===== config.mk =====
export PLATFORM = sky130hd
export DESIGN_NAME = pixel_arbiter
export DESIGN_NICKNAME = d
export VERILOG_FILES = /design/src/rtl/pixel_arbiter.sv
export SDC_FILE = /design/constraint.sdc
export NUM_CORES = 1
export LEC_CHECK = 0
export ABC_AREA = 1
export CAP_MARGIN = 20
export CORE_UTILIZATION = 50
export DETAILED_ROUTE_END_ITERATION = 10
export GPL_TIMING_DRIVEN = 0
export HOLD_SLACK_MARGIN = 0.15
export PLACE_DENSITY = 0.77
export SLEW_MARGIN = 25
export SYNTH_ARGS = -nofsm -noshare
export SYNTH_HDL_FRONTEND = slang
export SYNTH_SLANG_ARGS = --single-unit

===== constraint.sdc =====
create_clock -name CLOCK_50 -period 3.47 [get_ports CLOCK_50]
set_clock_uncertainty 0.05 [all_clocks]
set_input_delay 0.694 -clock CLOCK_50 [delete_from_list [all_inputs] [get_ports CLOCK_50]]
set_output_delay 0.694 -clock CLOCK_50 [all_outputs]
set_load 0.01 [all_outputs]

===== src/rtl/pixel_arbiter.sv =====
// Four-column round-robin pixel arbiter feeding a small FIFO towards the VGA pixel port.
// Define PIXEL_CLIP_EN to drop (and count) granted pixels that fall outside H_RES x V_RES.
module pixel_arbiter #(
  parameter int DEPTH = 4,
  parameter int H_RES = 640,
  parameter int V_RES = 480
) (
  input  logic        CLOCK_50,
  input  logic        reset,
  input  logic [3:0]  req,
  input  logic [39:0] req_x,
  input  logic [35:0] req_y,
  input  logic [11:0] req_color,
  output logic [3:0]  gnt,
  input  logic        vga_ready,
  output logic        vga_write,
  output logic [9:0]  vga_x,
  output logic [8:0]  vga_y,
  output logic [2:0]  vga_color,
  output logic [4:0]  fifo_count,
  output logic [7:0]  drop_count
);

  localparam int AW = (DEPTH > 1) ? $clog2(DEPTH) : 1;
  localparam logic [4:0]  DEPTH_C = 5'(DEPTH);
  localparam logic [10:0] H_LIM   = 11'(H_RES);
  localparam logic [9:0]  V_LIM   = 10'(V_RES);

  logic [1:0]    rr_ptr;
  logic [AW-1:0] wr_ptr;
  logic [AW-1:0] rd_ptr;
  logic [4:0]    count;

  logic [9:0] mem_x     [DEPTH];
  logic [8:0] mem_y     [DEPTH];
  logic [2:0] mem_color [DEPTH];

  logic [9:0] col_x     [4];
  logic [8:0] col_y     [4];
  logic [2:0] col_color [4];

  logic [1:0] gnt_idx;
  logic [1:0] cand;
  logic       gnt_any;
  logic [9:0] sel_x;
  logic [8:0] sel_y;
  logic [2:0] sel_color;
  logic       out_of_range;
  logic       push;
  logic       pop;

  for (genvar i = 0; i < 4; i++) begin : g_cols
    assign col_x[i]     = req_x[10*i +: 10];
    assign col_y[i]     = req_y[9*i +: 9];
    assign col_color[i] = req_color[3*i +: 3];
  end

  // Search starts at rr_ptr; a full FIFO blocks grants even if a pop happens this cycle.
  always_comb begin
    gnt     = 4'b0000;
    gnt_idx = rr_ptr;
    gnt_any = 1'b0;
    cand    = rr_ptr;
    if (!reset && (req != 4'b0000) && (count < DEPTH_C)) begin
      for (int k = 0; k < 4; k++) begin
        cand = rr_ptr + 2'(k);
        if (!gnt_any && req[cand]) begin
          gnt_any      = 1'b1;
          gnt_idx      = cand;
          gnt[cand]    = 1'b1;
        end
      end
    end
  end

  assign sel_x        = col_x[gnt_idx];
  assign sel_y        = col_y[gnt_idx];
  assign sel_color    = col_color[gnt_idx];
  assign out_of_range = ({1'b0, sel_x} >= H_LIM) || ({1'b0, sel_y} >= V_LIM);

`ifdef PIXEL_CLIP_EN
  assign push = gnt_any && !out_of_range;

  always_ff @(posedge CLOCK_50) begin
    if (reset) begin
      drop_count <= 8'd0;
    end else if (gnt_any && out_of_range && (drop_count != 8'hFF)) begin
      drop_count <= drop_count + 8'd1;
    end
  end
`else
  logic unused_clip;
  assign unused_clip = out_of_range;
  assign push        = gnt_any;
  assign drop_count  = 8'd0;
`endif

  assign vga_write = (count != 5'd0);
  assign pop       = vga_write && vga_ready;

  always_ff @(posedge CLOCK_50) begin
    if (reset) begin
      rr_ptr <= 2'd0;
      wr_ptr <= '0;
      rd_ptr <= '0;
      count  <= 5'd0;
    end else begin
      if (gnt_any) rr_ptr <= gnt_idx + 2'd1;
      if (push)    wr_ptr <= wr_ptr + AW'(1);
      if (pop)     rd_ptr <= rd_ptr + AW'(1);
      case ({push, pop})
        2'b10:   count <= count + 5'd1;
        2'b01:   count <= count - 5'd1;
        default: count <= count;
      endcase
    end
  end

  always_ff @(posedge CLOCK_50) begin
    if (push) begin
      mem_x[wr_ptr]     <= sel_x;
      mem_y[wr_ptr]     <= sel_y;
      mem_color[wr_ptr] <= sel_color;
    end
  end

  assign vga_x      = vga_write ? mem_x[rd_ptr]     : 10'd0;
  assign vga_y      = vga_write ? mem_y[rd_ptr]     : 9'd0;
  assign vga_color  = vga_write ? mem_color[rd_ptr] : 3'd0;
  assign fifo_count = count;

endmodule


==> results of run 1 <==
## sequential cells by signal, summed over array words and instances, names as in the netlist, named ones only
signal / count
fifo_count: 5
mem_color: 12
mem_x: 40
mem_y: 36
rd_ptr: 2
rr_ptr: 2
wr_ptr: 2
## how the worst min path moves through the flow
stage                             start       endpoint  slack (ns)  depth (start not counted)
final                     fifo_count[4]  fifo_count[4]        0.47                          2
after global routing          wr_ptr[0]      wr_ptr[0]        0.51                          2
after CTS                     wr_ptr[0]      wr_ptr[0]        0.47                          2
after detailed placement      wr_ptr[0]      wr_ptr[0]        0.46                          2
after global placement        wr_ptr[0]      wr_ptr[0]        0.44                          2
after floorplan               wr_ptr[0]      wr_ptr[0]        0.43                          2
## critical path, stage by stage, from the launching register on
cell and delay (ns):
dfxtp_1 0.31, clkbuf_1 0.30, clkbuf_1 0.48, nor2_1 0.12, nor2_1 0.10, o21ai_0 0.09, a21oi_1 0.26, clkdlybuf4s50_1 0.58
## logic make-up after synthesis
kind of cell / count (synthesis) / synth area share [%]
flip-flops: 101 / 48.9
other: 1 / 0.0632
buffers and inverters: 157 / 11.7
adder cells (fa/ha/maj): 16 / 3.37
XOR/XNOR: 7 / 1.03
AND/OR/NAND/NOR: 358 / 27.8
AO/OA/AOI/OAI: 81 / 7.21
## placed cells by master, fill, tap and decap left out, types with 6 or more instances in the layout
master / n
o21ai_0: 46
ha_1: 16
edfxtp_1: 88
inv_1: 106
nor2_1: 101
nand3_2: 12
buf_4: 14
conb_1: 8
dfxtp_1: 11
clkbuf_16: 9
nand2_1: 104
xor2_1: 6
nand2_2: 8
buf_2: 7
clkdlybuf4s50_1: 122
nand3_1: 119
a21oi_1: 28
clkbuf_1: 18
## cell type report
| class | count | area (µm²) |
|---|---|---|
| plain buffers | 45 | 269 |
| clock buffers | 10 | 229 |
| clock inverters | 6 | 93.8 |
| fillers | 904 | 3700 |
| inverters | 112 | 425 |
| multi-input cells | 470 | 2410 |
| flip-flops and latches | 101 | 2910 |
| well taps | 143 | 179 |
| repair buffers | 128 | 1300 |
## stage by stage
stage	instance area (µm²)	utilization (%)	setup TNS (ns)
final	7810	67.8	0
after floorplan	5960	-	0
after global routing	7810	67.8	0
after global placement	7400	64.3	-48.80
after detailed placement	7480	64.9	-1.35
after CTS	7800	67.8	0
## timing repair
| action | 4_1_cts | 5_1_grt |
|---|---|---|
| endpoints found under the hold margin | 0 | 0 |
| setup endpoints to repair | 7 | 4 |
| resized for setup | 8 | 2 |
| gates cloned | 0 | 0 |
## power breakdown
part / internal, µW / switching, µW / leakage (µW)
Sequential: 1880 / 114 / 0.000910
Clock: 640 / 447 / 0.000154
Combinational: 1330 / 2250 / 0.00236
## routing by layer
metal	GRT usage [%]	share of wire, %
met1	34.9	42
met2	46.2	50
met3	3.17	6.6
met4	10.3	1.7
met5	0	0
==> metrics.md, run 1 <==
| Metric | Value |
|---|---|
| DRC | `5` |
| Site row count | `39` |
| Worst reg2reg startpoint | `rr_ptr[0]` |
| Placed insts | `~1000` |
| Critical Path AT | `2.59 ns` |
| Max Cap Violations | `0` |
| Grt ovf | `0` |
| Root Driver | `clkbuf_16` |
| Core ar. | `0.0115 mm²` |
| Mapped Area | `0.00594 mm²` |
| LEAKAGE | `approximately 0.0034 µW` |
| Final-report max-slew violation count | `0` |
| Cells after Synth | `721` |
| Startpoint types | `register` |
| Clk buf depth | `2` |
| Most common cell in the netlist | `nand3_1` |
| P&R area growth vs syn | `31.6%` |
| Peak VDD IR | `0.000345 V` |
| Cell variety after synth | `31` |
| Crit-path max FO | `10` |
| Vias per std cell | `5.33` |
| Post-synthesis sequential area ratio | `about half` |
| Critical path class | `reg -> out` |
| Wirelength per Cell | `16.0 µm` |
| Minimum clock period after layout | `~3.3 ns` |
| Vias in the first global route | `5285` |
| Share of flip-flops with an asynchronous set or reset | `0%` |
| Initial antenna violation count | `0` |
| CTS tree | `done` |
| Via count | `between 5000 and 6000` |
| Die area | `0.0123 mm²` |
| # diodes | `0` |
| Hold_buf cts | `0` |
| HPWL Detailed | `11.7 mm` |
| Die X-Extent | `around 110 µm` |
| Layout net count | `978` |
| Buffers on Ports | `126` |
| Post-route insts no fill | `1015` |
| H-tree depth | `3` |
| CP required | `2.73 ns` |
| 1st-iter DRT viols | `429` |
| Dpl ws | `-0.386 ns` |
| Status | `finished, violations left` |
| Final wirelength | `16.2 mm` |
| Num ports | `135` |
| Synth area leaders | `edfxtp_1, nand3_1, inv_1, nor2_1, nand2_1` |
| Rel. slew slack | `50.6%` |
| Antenna Nets Post-Route | `0` |
| Clock Pin Slew Worst Setup and Hold Paths | `0.07 ns` |
| Number of synthesized flops with an enable pin | `between 80 and 90` |
| Total power | `6670 µW` |
| Worst-Skew Late Latency | `around 0.35 ns` |
| Global-route wire length before repair | `25.9 mm` |
| Syn. warnings | `0` |
| CTS Buf Count | `9` |
| RR Endpoint | `mem_x[2][8]` |
| Final Wtd Congestion | `0.902` |
| Fmax | `300 MHz` |
| Ratio of cells with drive above 1 in the final layout | `9.52%` |
| Top FF cell, synth | `edfxtp_1` |
| Failing checks | `DRC` |
| Worst setup path end | `vga_color[0]` |
| Pin count of the biggest net entering global routing | `23` |
| CP Capture Type | `output pin` |
| Final Hold Violating Endpoints | `0` |
| Overall Global Routing Usage | `between 20% and 30%` |
| Seq cells post-synth | `101` |
| Commonest cells post-synth | `nand3_1, inv_1, nor2_1, nand2_1, edfxtp_1` |
| DIE HEIGHT | `between 100 and 150 µm` |
| TritonCTS Sinks | `roughly 100` |
| Post-synth top area share | `44.5%` |
| Avg Synthesized Cell Area | `8.23 µm²` |
| Tightest Hold Check Type | `reg -> reg` |
| Worst hold margin | `0.475 ns` |
| RSZ-0062 raised after global routing | `false` |
| Worst reg2reg setup slack | `0.58 ns` |
| PD cells | `854 mW/mm²` |
| Post-CTS Setup Bufs | `0` |
| Setup ws final | `0.132 ns` |
| Area leader, netlist | `edfxtp_1` |
| Initial Util | `51.6%` |
| Transition time of the tightest slew-check pin | `roughly 0.74 ns` |
| Fin crit share | `96.2%` |
| Setup violators final | `0` |
| DRT Pass-1 Iters | `8` |
| R2R depth | `14` |
No activity file was read; power rests on OpenSTA's default activity.
==> run 2, diff against run 1 <==
Settings changed: CORE_UTILIZATION 50 to 46, CTS_CLUSTER_DIAMETER from default to 120, PLACE_DENSITY 0.77 to 0.74, SLEW_MARGIN 25 to 20.
Clock period 3.47 ns to 2.9 ns, I/O delays scaled along.
==> metrics.md, run 2 (synthesized netlist as in run 1, its figures left out) <==
| Metric | Value |
|---|---|
| Ratio of cells with drive above 1 in the final layout | `12.4%` |
| Most frequent cells in the layout | `clkdlybuf4s50_1, nand3_1, inv_1` |
| Via count | `5179` |
| CP Capture Type | `register` |
| Startpoint types | `primary input` |
| Setup violators final | `0` |
| LEAKAGE | `0.00346 µW` |
| Fin crit share | `97.0%` |
| Worst Setup SP | `req[3]` |
| Critical path class | `in -> reg` |
| Largest register FFs | `40` |
| Commonest non-fill, non-tap cell in the layout | `clkdlybuf4s50_1` |
| Wirelength per Cell | `approximately 15 µm` |
| Rel. slew slack | `46.1%` |
| HPWL Detailed | `11.1 mm` |
| Final wirelength | `roughly 15 mm` |
| Vias in the first global route | `4810` |
| Antenna Nets Post-Route | `0` |
| Tightest Hold Check Type | `reg -> reg` |
| Largest regs | `mem_x x40, mem_y x36, mem_color x12` |
| # diodes | `0` |
| Worst-Skew Late Latency | `0.34 ns` |
| Die area | `between 0.01 and 0.015 mm²` |
| Max Cap Violations | `0` |
| Cell Area, Placed | `0.00747 mm²` |
| PD cells | `between 1000 and 1500 mW/mm²` |
| Clock Pin Slew Worst Setup and Hold Paths | `around 0.070 ns` |
| DRT Pass-1 Iters | `5` |
| Buffers on Ports | `126` |
| Global-route wire length before repair | `~23 mm` |
| Total power | `between 8000 and 9000 µW` |
| Site row count | `41` |
| Vias per std cell | `4.97` |
| Num ports | `135` |
| 1st-iter DRT viols | `372` |
| Peak VDD IR | `0.000421 V` |
| Overall Global Routing Usage | `23.6%` |
| Final Wtd Congestion | `0.841` |
| Crit-path max FO | `11` |
| DRC | `0` |
| Transition time of the tightest slew-check pin | `0.808 ns` |
| DIE HEIGHT | `116 µm` |
| Fmax | `355 MHz` |
| Layout net count | `roughly 980` |
| Die X-Extent | `116 µm` |
| Setup_tns | `0 ns` |
| Hold Crit Start | `wr_ptr[0]` |
| Status | `complete, no violations` |
| CTS tree | `done` |
| Hold depth | `2` |
| Finished Cell Area | `approximately 0.0079 mm²` |
| R2R depth | `16` |
| Largest reg by FF count | `mem_x` |
| TritonCTS Sinks | `101` |
| Minimum clock period after layout | `2.81 ns` |
| CTS Buf Count | `9` |
| Final-report max-slew violation count | `0` |
| H-tree depth | `3` |
| CP required | `3.12 ns` |
| Root Driver | `clkbuf_16` |
| Final Hold Violating Endpoints | `0` |
| Worst reg2reg startpoint | `fifo_count[2]` |
| P&R area growth vs syn | `32.8%` |
| Core ar. | `0.0126 mm²` |
| Clk buf depth | `2` |
| Grt ovf | `0` |
| Initial Util | `47.0%` |
| Initial antenna violation count | `0` |
| Critical Path AT | `just over 3 ns` |
| Pin count of the biggest net entering global routing | `23` |
## run 2: changes by cell type in the layout (fill, tap and decap cells not counted), moves of 3 or more
cell / delta
buf_4: +3
nand2_1: -5
clkbuf_1: -14
dlygate4sd2_1: -4
buf_2: +4
clkbuf_2: +10
nand2_2: +5
## run 2: worst paths after layout
kind                                 endpoint  slack (ns)
worst max register to register  fifo_count[4]        0.19
worst min register to register      wr_ptr[0]        0.46
worst min-delay path                wr_ptr[0]        0.46
worst max-delay path            fifo_count[4]        0.09
## run 2: what timing repair did
item / 4_1_cts / 5_1_grt
hold buffers: 0 / 0
pin swaps: 0 / 1
setup buffers: 0 / 3
gates resized for setup: 35 / 16
endpoints found under the setup margin: 59 / 27
gates cloned: 0 / 0
## run 2: routing by layer
layer / track usage [%] / share of wire (%)
met1: 30.1 / 43
met5: 0 / 0
met3: 4.24 / 6.2
met4: 7.45 / 1.6
met2: 40.7 / 50
## run 2: power by group
part / leakage [µW] / switching (µW) / total (µW) / internal (µW)
Sequential: 0.000911 / 148 / 2410 / 2260
Combinational: 0.00239 / 2680 / 4320 / 1640
Clock: 0.000164 / 545 / 1320 / 771
Total: 0.00346 / 3370 / 8040 / 4670
## run 2: through the flow
| step | util (%) | hold slack, ns | setup WS, ns | instances |
|---|---|---|---|---|
| 2_1_floorplan | - | 0.430 | 0.352 | 728 |
| 3_3_place_gp | 59.0 | 0.441 | -1.04 | 1026 |
| 3_5_place_dp | 59.2 | 0.453 | -0.809 | 1026 |
| 4_1_cts | 62.2 | 0.463 | 0.00432 | 1041 |
| 5_1_grt | 62.5 | 0.491 | -0.0250 | 1043 |
| 6_report | 62.5 | 0.462 | 0.0860 | 1043 |
## run 2: cell type report
cell class                      count  area [µm²]
Sequential cell                   101        2910
Timing Repair Buffer              129        1270
Buffer                             43         279
Inverter                          112         425
Tap cell                          172         215
Clock buffer                        9         225
Multi-Input combinational cell    470        2450
Fill cell                        1112        4740
Clock inverter                      7         105
## run 2: critical path: stages
cell             delay (ns)
clkdlybuf4s50_1        0.52
inv_1                  0.07
nand3_1                0.12
nand2_2                0.13
buf_8                  0.19
ha_1                   0.25
xor2_1                 0.17
ha_1                   0.20
a21o_1                 0.17
nand2_1                0.07
nand2_1                0.05
a21oi_1                0.16
xor2_1                 0.16
nand2_1                0.06
a21oi_1                0.12
==> run 3, diff against run 2 <==
Settings changed: SKIP_LAST_GASP from default to 1.
==> metrics.md, run 3 (synthesized netlist as in run 1, its figures left out) <==
| Metric | Value |
|---|---|
| Switch share | `41.9%` |
| Critical path class | `in -> reg` |
| Minimum clock period after layout | `2.82 ns` |
| Fin crit share | `97.1%` |
| Final Hold Violating Endpoints | `0` |
| Overall Global Routing Usage | `23.6%` |
| Vias per std cell | `4.99` |
| Initial antenna violation count | `0` |
| TritonCTS Sinks | `101` |
| Status | `complete, no violations` |
| DRC | `0` |
| # diodes | `0` |
| Placed insts | `1026` |
| Critical Path AT | `3.04 ns` |
| LEAKAGE | `~0.0035 µW` |
| CP required | `roughly 3.1 ns` |
| Antenna Nets Post-Route | `0` |
| Combinational power share | `53.7%` |
| Transition time of the tightest slew-check pin | `just over 0.8 ns` |
| Site row count | `41` |
| Core ar. | `0.0126 mm²` |
| Die X-Extent | `roughly 120 µm` |
| Clk buf depth | `2` |
| CP Capture Type | `register` |
| Worst-Skew Late Latency | `between 0.3 and 0.4 ns` |
| DIE HEIGHT | `116 µm` |
| Buffers on Ports | `126` |
| Critical Path, Cell by Cell | `clkdlybuf4s50_1, nor2_1, nand3_1, nand2_2, buf_8, ha_1, xor2_1, ha_1, a21o_1, nand2_1, nand2_1, a21oi_1, xor2_1, nand2_1, a21oi_1` |
| Final-report max-slew violation count | `0` |
| Rel. slew slack | `approximately 46%` |
| Final wirelength | `15.2 mm` |
| 1st-iter DRT viols | `around 400` |
| P&R area growth vs syn | `32.7%` |
| Core Util, Final | `62.4%` |
| Fillers | `1115` |
| Setup violators final | `0` |
| Initial Util | `47.0%` |
| Largest register FFs | `40` |
| Grt ovf | `0` |
| Startpoint types | `primary input` |
| Commonest non-fill, non-tap cell in the layout | `clkdlybuf4s50_1` |
| DRT Pass-1 Iters | `5` |
| Pin count of the biggest net entering global routing | `23` |
| Vias in the first global route | `~4800` |
| Cell Int Power | `~4700 µW` |
| Post-route insts no fill | `roughly 1000` |
| Global-route wire length before repair | `roughly 23 mm` |
| Delay-heaviest family, CP | `buffers and inverters` |
| Tightest Hold Check Type | `reg -> reg` |
| Final Wtd Congestion | `roughly 0.84` |
| CTS tree | `done` |
| Clock Power Share | `around 16%` |
| CTS Buf Count | `9` |
| Num ports | `between 100 and 150` |
| PD cells | `between 1000 and 1500 mW/mm²` |
| Largest reg by FF count | `mem_x` |
| Layout net count | `977` |
| Crit-path max FO | `11` |
| RSZ-0062 raised after global routing | `true` |
| Clock Pin Slew Worst Setup and Hold Paths | `0.07 ns` |
| Via count | `between 5000 and 6000` |
| Switching pwr | `~3400 µW` |
| Ratio of cells with drive above 1 in the final layout | `around an eighth` |
| Largest regs | `mem_x x40, mem_y x36, mem_color x12` |
| H-tree depth | `3` |
| Max Cap Violations | `0` |
| Most frequent cells in the layout | `clkdlybuf4s50_1, nand3_1, inv_1` |
| Fmax | `355 MHz` |
| Root Driver | `clkbuf_16` |
| Wirelength per Cell | `14.6 µm` |
| Critical path's slowest cell | `clkdlybuf4s50_1` |
| Seq pwr share | `30.0%` |
| Worst Path Buf+Inv | `2` |
| HPWL Detailed | `11.1 mm` |
| Die area | `0.0134 mm²` |
| Worst path most repeated cell | `nand2_1` |
| Slowest Stage Delay on Critical Path | `0.54 ns` |
| Peak VDD IR | `0.000417 V` |
-- run 3: cell count changes in the layout (fill, tap and decap cells not counted), sizes merged --
cell / delta
buf: -2
clkbuf: +2
-- run 3: path summary, 6_finish.rpt --
| check | depth (start not counted) | to | from | slack, ns |
|---|---|---|---|---|
| setup / recovery | 15 | fifo_count[4] | req[0] | 0.08 |
| hold / removal | 2 | wr_ptr[0] | wr_ptr[0] | 0.46 |
| setup reg to reg | 16 | fifo_count[4] | fifo_count[2] | 0.18 |
| hold reg to reg | 2 | wr_ptr[0] | wr_ptr[0] | 0.46 |
-- run 3: what timing repair did --
| item | CTS | global route |
|---|---|---|
| buffers inserted | 0 | 3 |
| hold buffers | 0 | 0 |
| endpoints found under the setup margin | 59 | 27 |
| pin swaps | 0 | 0 |
| gates resized for setup | 31 | 16 |
| endpoints found under the hold margin | 0 | 0 |
-- run 3: power by group through the flow --
stage	Clock [µW]	Sequential, µW	Combinational [µW]
after CTS	1320	2400	4280
after global placement	0	2400	4110
after floorplan	0	2380	2630
final	1320	2410	4310
after global routing	1390	2440	4740
after detailed placement	0	2410	4210
-- run 3: cell type report --
class	count	area, µm²	share of cell area [%]
clock inverters	7	105	1.33
plain buffers	43	279	3.54
clock buffers	9	225	2.86
multi-input cells	470	2440	31.0
inverters	112	425	5.40
well taps	172	215	2.73
flip-flops and latches	101	2910	37.0
repair buffers	129	1270	16.2
-- run 3: metrics by stage --
| stage | worst slack (ns) | hold slack, ns | total power, µW | TNS (ns) | cell area, µm² |
|---|---|---|---|---|---|
| floorplan | 0.352 | 0.430 | 5010 | 0 | 5960 |
| global placement | -1.04 | 0.441 | 6510 | -88.25 | 7440 |
| detailed placement | -0.809 | 0.453 | 6620 | -16.87 | 7470 |
| CTS | -0.0432 | 0.463 | 8000 | -0.0432 | 7850 |
| global route | -0.0248 | 0.491 | 8560 | -0.0456 | 7880 |
| finish | 0.0836 | 0.462 | 8040 | 0 | 7880 |
-- run 3: per-layer routing --
layer  vias to the layer above  wire (µm)  share of wire (%)  GRT usage (%)
met5                         -          0                  0              0
met4                         0        254                1.7           7.45
met3                        24       1000                6.6           4.24
met2                       195       7560                 50           40.7
met1                      2364       6360                 42           30.1
li1                       2625          -                  -              -
-- run 3: worst min-delay path: cells and delay by family, from the launching register on --
family,cells,cell delay [ns]
and+or+nand+nor,1,0.07
AOI/OAI and AO/OA,1,0.05
DFF,1,0.34
==> RTL edit 1: new RTL, config.mk and constraints of run 2 <==
Add a define of `PIXEL_CLIP_EN`.
--- a/src/rtl/pixel_arbiter.sv
+++ b/src/rtl/pixel_arbiter.sv
@@ -1,4 +1,6 @@
 // Four-column round-robin pixel arbiter feeding a small FIFO towards the VGA pixel port.
 // Define PIXEL_CLIP_EN to drop (and count) granted pixels that fall outside H_RES x V_RES.
+`define PIXEL_CLIP_EN
+
 module pixel_arbiter #(
   parameter int DEPTH = 4,
Behaviour: not the same (Yosys sat finds a counterexample within 4 cycles, from zero or initial values and one cycle with reset high).
==> RTL edit 1 against run 2 <==
- the flow now finishes with violations (negative setup slack)
- cell count increased by 0.77%
- critical path depth increased by 12
- combinational power increased by 58%
- routed wire length increased by 23%
- via count increased by 11%
- critical endpoint is now fifo_count[3]
- synthesized area decreased by 1.6%
- register-to-register slack got worse by 0.68 ns
- worst setup slack got worse by 0.58 ns
- sequential cell count increased by 8
- count of clock-buffer cells in the layout increased by 5
- design area increased by 14%
- total power increased by 32%
==> RTL edit 1: results (changes against run 2) <==
### Global routing
• vias in the first global route: 5660, +18%
• largest net degree at the start of global routing: 18, -22%
• total routing resource utilization after global routing: 0.2768, +0.04093

### STA
• Finish-stage setup viols: 101, +101
• transition time of the tightest slew-check pin: 0.6321 ns, -0.1762 ns
• Final Worst Setup Slack: -0.4925 ns, -0.5785 ns
• remaining max-slew budget at the tightest pin: 0.5786, +0.1174

### Routing
• final WL: 18610 µm, +23%
• via count normalized by instance count: 5.465, +10%
• Starting DRT DRC Count: 347, -6.7%

### Place
• number of instances in the placed design: 963, -6.1%
• Placement Cell Area: 7543 µm², +0.99%
• final weighted congestion in routability-driven placement: 0.8468, +0.68%
• Buffers on Ports: 134, +6.3%

### Pwr
• Static Leakage: 3.490 nW, +0.75%
• IR drop worst, VDD: 0.5693 mV, +35%

### Synthesis
• compound-cell area share of the yosys netlist: 0.1290, +0.05691
• share of synthesized area occupied by flip-flops and latches: 0.5245, +0.03560
• instance count of the mapped netlist: 661, -8.3%
• Distinct cells, synth: 35, +13%

### Worst setup path
• crit path max fanout: 5, -6
• cell count of the worst reg-to-reg path: 27, +11

### Run status
• violated checks: negative setup slack
• result of the run: finished, violations left

### Final layout
• layout cell share with drive strength beyond 1: 0.2786, +0.1546

### CTS
• cells resized by post-CTS repair: 90, +160%

[RTL edit 1: logic make-up after synthesis]
logic type	after synthesis
adder cells (fa/ha/maj)	18
AND/OR/NAND/NOR	324
buffers and inverters	74
AO/OA/AOI/OAI	128
flip-flops	109
XOR/XNOR	8
[RTL edit 1: worst paths after layout]
check        startpoint       endpoint  slack [ns]
max           rr_ptr[0]  fifo_count[3]       -0.49
min           rd_ptr[1]      rd_ptr[1]        0.43
max reg2reg   rr_ptr[0]  fifo_count[3]       -0.49
min reg2reg   rd_ptr[1]      rd_ptr[1]        0.43
[RTL edit 1: metal layers]
metal	track usage	share of wire	vias up
met2	0.4905	0.50	283
met5	0	0	-
met3	0.04500	0.075	59
met1	0.3251	0.39	2703
met4	0.1377	0.033	0
li1	-	-	2699
[RTL edit 1: power breakdown]
| group | total [mW] | switching, mW | internal, mW |
|---|---|---|---|
| combinational | 6.83 | 3.95 | 2.88 |
| clock | 1.19 | 0.526 | 0.663 |
| sequential | 2.58 | 0.156 | 2.42 |
| total | 10.6 | 4.63 | 5.97 |
[RTL edit 1: critical path, cell delays in order (launching register included)]
cell	delay, ns
sky130_fd_sc_hd__dfxtp_4	0.39
sky130_fd_sc_hd__inv_8	0.05
sky130_fd_sc_hd__ha_4	0.33
sky130_fd_sc_hd__inv_4	0.07
sky130_fd_sc_hd__nand2_4	0.07
sky130_fd_sc_hd__nand2_4	0.07
sky130_fd_sc_hd__buf_4	0.14
sky130_fd_sc_hd__nand3_1	0.06
sky130_fd_sc_hd__nand2_1	0.05
sky130_fd_sc_hd__nand2_1	0.05
sky130_fd_sc_hd__nand2_1	0.09
sky130_fd_sc_hd__nand2_4	0.12
sky130_fd_sc_hd__nand2_4	0.09
sky130_fd_sc_hd__nand2_1	0.12
sky130_fd_sc_hd__nand3_2	0.10
sky130_fd_sc_hd__nand2_4	0.08
sky130_fd_sc_hd__nand2_2	0.07
sky130_fd_sc_hd__nand2_4	0.08
sky130_fd_sc_hd__nand3_4	0.09
sky130_fd_sc_hd__ha_4	0.21
sky130_fd_sc_hd__ha_4	0.24
sky130_fd_sc_hd__buf_4	0.14
sky130_fd_sc_hd__nand2_1	0.05
sky130_fd_sc_hd__nor2_1	0.04
sky130_fd_sc_hd__a211oi_2	0.16
sky130_fd_sc_hd__xnor2_1	0.10
sky130_fd_sc_hd__o21ai_1	0.12
sky130_fd_sc_hd__inv_1	0.05
[RTL edit 1: final cells by class]
cell class | count | area, µm²
Buffer | 30 | 187.7
Sequential cell | 109 | 3072
Inverter | 42 | 185.2
Clock inverter | 2 | 16.27
Timing Repair Buffer | 204 | 1904
Tap cell | 168 | 210.2
Multi-Input combinational cell | 482 | 3105
Clock buffer | 14 | 275.3
Fill cell | 859 | 3256
==> RTL edit 2: new RTL, settings of run 2 <==
Without the edit above. Put one more register stage on the output `fifo_count`, with the module's reset. The value now appears one clock later. The other outputs are not delayed to match.
--- a/src/rtl/pixel_arbiter.sv
+++ b/src/rtl/pixel_arbiter.sv
@@ -128,5 +128,11 @@
   assign vga_y      = vga_write ? mem_y[rd_ptr]     : 9'd0;
   assign vga_color  = vga_write ? mem_color[rd_ptr] : 3'd0;
-  assign fifo_count = count;
+  always_ff @(posedge CLOCK_50) begin
+    if (reset) begin
+      fifo_count <= '0;
+    end else begin
+      fifo_count <= count;
+    end
+  end
 
 endmodule
Formal check against the unedited RTL: not equivalent (Yosys sat finds a counterexample within 4 cycles, from zero or initial values and one cycle with reset high).
==> RTL edit 2 against run 2 <==
- total power increased by 4.0%
- largest power group unchanged
- routed wire length up 4.6%
- sequential cell count rose by 5
- synthesized area grew 1.8%
- sequential power rose by 4%
- worst setup slack gained 0.014 ns
- count of clock-buffer cells in the layout is the same
- design area increased by 1.9%
- critical endpoint is now vga_color[2]
- critical path type is now flop to output port
==> RTL edit 2: results (changes against run 2) <==
### Worst setup path
• critical path data arrival time: 2.17 ns, -0.87 ns
• sort of element at the start of the critical path: flop
• worst reg2reg setup slack: 0.26 ns, +0.07 ns
• crit path max fanout: 10, -1
• cell count of the worst reg-to-reg path: 17, +1
• reg2reg end: count[4]
• critical path capture point: vga_color[2]
• worst flop-to-flop path startpoint: count[3]

### Final layout
• Filler Cells Inserted: 1104, -0.72%
• most common cell after layout, fill and taps aside: sky130_fd_sc_hd__nand3_1
• layout cell share with drive strength beyond 1: 0.1191, -0.004894
• antenna diode count: 0, unchanged
• filler-free cell count of the finished design: 1062, +1.8%

### Synthesis
• Post-synth top cells: 129 x sky130_fd_sc_hd__nand3_1, 115 x sky130_fd_sc_hd__inv_1, 106 x sky130_fd_sc_hd__nor2_1, 97 x sky130_fd_sc_hd__nand2_1, 88 x sky130_fd_sc_hd__edfxtp_1
• Distinct cells, synth: 29, -6.5%
• top cells by area in the synthesized netlist: sky130_fd_sc_hd__edfxtp_1 44%, sky130_fd_sc_hd__nand3_1 11%, sky130_fd_sc_hd__inv_1 7.1%
• number of enable-type register cells in the synthesized netlist: 88, unchanged
• post-synthesis async set-or-reset flop share: 0, unchanged
• share of synthesized area occupied by flip-flops and latches: 0.4968, +0.007856
• average footprint of a synthesized cell: 8.224 µm², -0.13%

### Routing
• WL/cell: 14.90 µm, +2.7%
• routed length on met1: 7066 µm, +9.7%
• top metal layer carrying routed signals: met4
• Starting DRT DRC Count: 355, -4.6%
• total length of routed met3 wires: 905 µm, -3.2%
• routed wire length on met2: 7639 µm, +1.8%
• via count normalized by instance count: 5.052, +1.7%

### Global routing
• antenna violations before repair: 0, unchanged
• met3 Use GR: 0.02750, -0.01486
• Global Route met2 Usage: 0.3870, -0.02020
• total routing resource utilization after global routing: 0.2369, +0.001038
• vias in the first global route: 4914, +2.2%
• wire length of the first global-routing pass: 24290 µm, +3.5%
• fraction of met1 tracks used by global routing: 0.3336, +0.03291

### STA
• transition time of the tightest slew-check pin: 0.7630 ns, -0.04531 ns
• final hold slack: 0.4243 ns, -0.03765 ns

### Place
• dpl hpwl: 11050 µm, -0.43%
• final weighted congestion in routability-driven placement: 0.9248, +10%
• Buffers on Ports: 125, -0.79%
• number of instances in the placed design: 1039, +1.3%

### Pwr
• IR drop worst, VDD: 0.4146 mV, -1.6%
• Static Leakage: 3.545 nW, +2.3%
• net switching fraction of the power: 0.4242, +0.005070

### Worst hold path
• hold_sp: count[3]
• capture endpoint of the worst hold path: fifo_count[3]

### CTS
• CTS clk-pin slew, worst paths: 0.08 ns
• cell at the root of the clock tree: sky130_fd_sc_hd__clkbuf_16

### Run status
• result of the run: completed

RTL edit 2: cell count changes after synthesis, moves of 3 or more:
cell                      before  now
sky130_fd_sc_hd__nand3_2      12    2
sky130_fd_sc_hd__nor3b_1       3    0
sky130_fd_sc_hd__nand2_1     104   97
sky130_fd_sc_hd__inv_1       107  115
sky130_fd_sc_hd__o21ai_0      46   52
sky130_fd_sc_hd__nand3_1     119  129
sky130_fd_sc_hd__buf_6         5    8
sky130_fd_sc_hd__a21oi_1      28   33
sky130_fd_sc_hd__dfxtp_1      13   18
RTL edit 2: cell type report:
| type | instances | area, µm² | share of cell area |
|---|---|---|---|
| Timing Repair Buffer | 133 | 1301 | 0.1620 |
| Sequential cell | 106 | 3012 | 0.3749 |
| Multi-Input combinational cell | 471 | 2414 | 0.3004 |
| Inverter | 119 | 457.9 | 0.05700 |
| Buffer | 45 | 325.3 | 0.04049 |
| Tap cell | 172 | 215.2 | 0.02679 |
| Clock buffer | 9 | 225.2 | 0.02803 |
| Clock inverter | 7 | 83.83 | 0.01043 |
RTL edit 2: per-stage QoR:
step / setup WS (ns) / cell area [µm²] / TNS (ns)
floorplan: 0.1782 / 6071 / 0
global placement: -1.216 / 7537 / -114.06
detailed placement: -0.8855 / 7567 / -45.72
CTS: 0.001925 / 7938 / 0
global route: 0.01654 / 8034 / 0
finish: 0.1004 / 8034 / 0
RTL edit 2: critical path, stage by stage, from the launching register on:
cell,delay (ns)
sky130_fd_sc_hd__dfxtp_2,0.42
sky130_fd_sc_hd__buf_2,0.26
sky130_fd_sc_hd__nor2_1,0.07
sky130_fd_sc_hd__nor2_1,0.11
sky130_fd_sc_hd__o21ai_0,0.12
sky130_fd_sc_hd__a21oi_1,0.25
sky130_fd_sc_hd__clkdlybuf4s50_1,0.59
RTL edit 2: logic make-up (layout without fill, tap and decap cells):
logic type	count (synthesis)	in the layout	synth area share
AND/OR/NAND/NOR	350	350	0.2602
buffers and inverters	165	313	0.1225
other	1	8	0.0006204
AO/OA/AOI/OAI	93	93	0.08094
adder cells (fa/ha/maj)	16	16	0.03312
flip-flops	106	106	0.4968
XOR/XNOR	4	4	0.005795
RTL edit 2: power groups by stage:
stage / Clock (mW) / Combinational, mW / Sequential [mW]
floorplan: 0 / 2.73 / 2.48
global placement: 0 / 4.30 / 2.50
detailed placement: 0 / 4.39 / 2.50
CTS: 1.26 / 4.47 / 2.49
global route: 1.31 / 5.07 / 2.52
finish: 1.25 / 4.62 / 2.50
RTL edit 2: timing repair:
action                                  CTS  global route
pin swaps                                 0             2
gates resized for setup                  40            23
setup buffers                             2             6
endpoints found under the setup margin   98            27
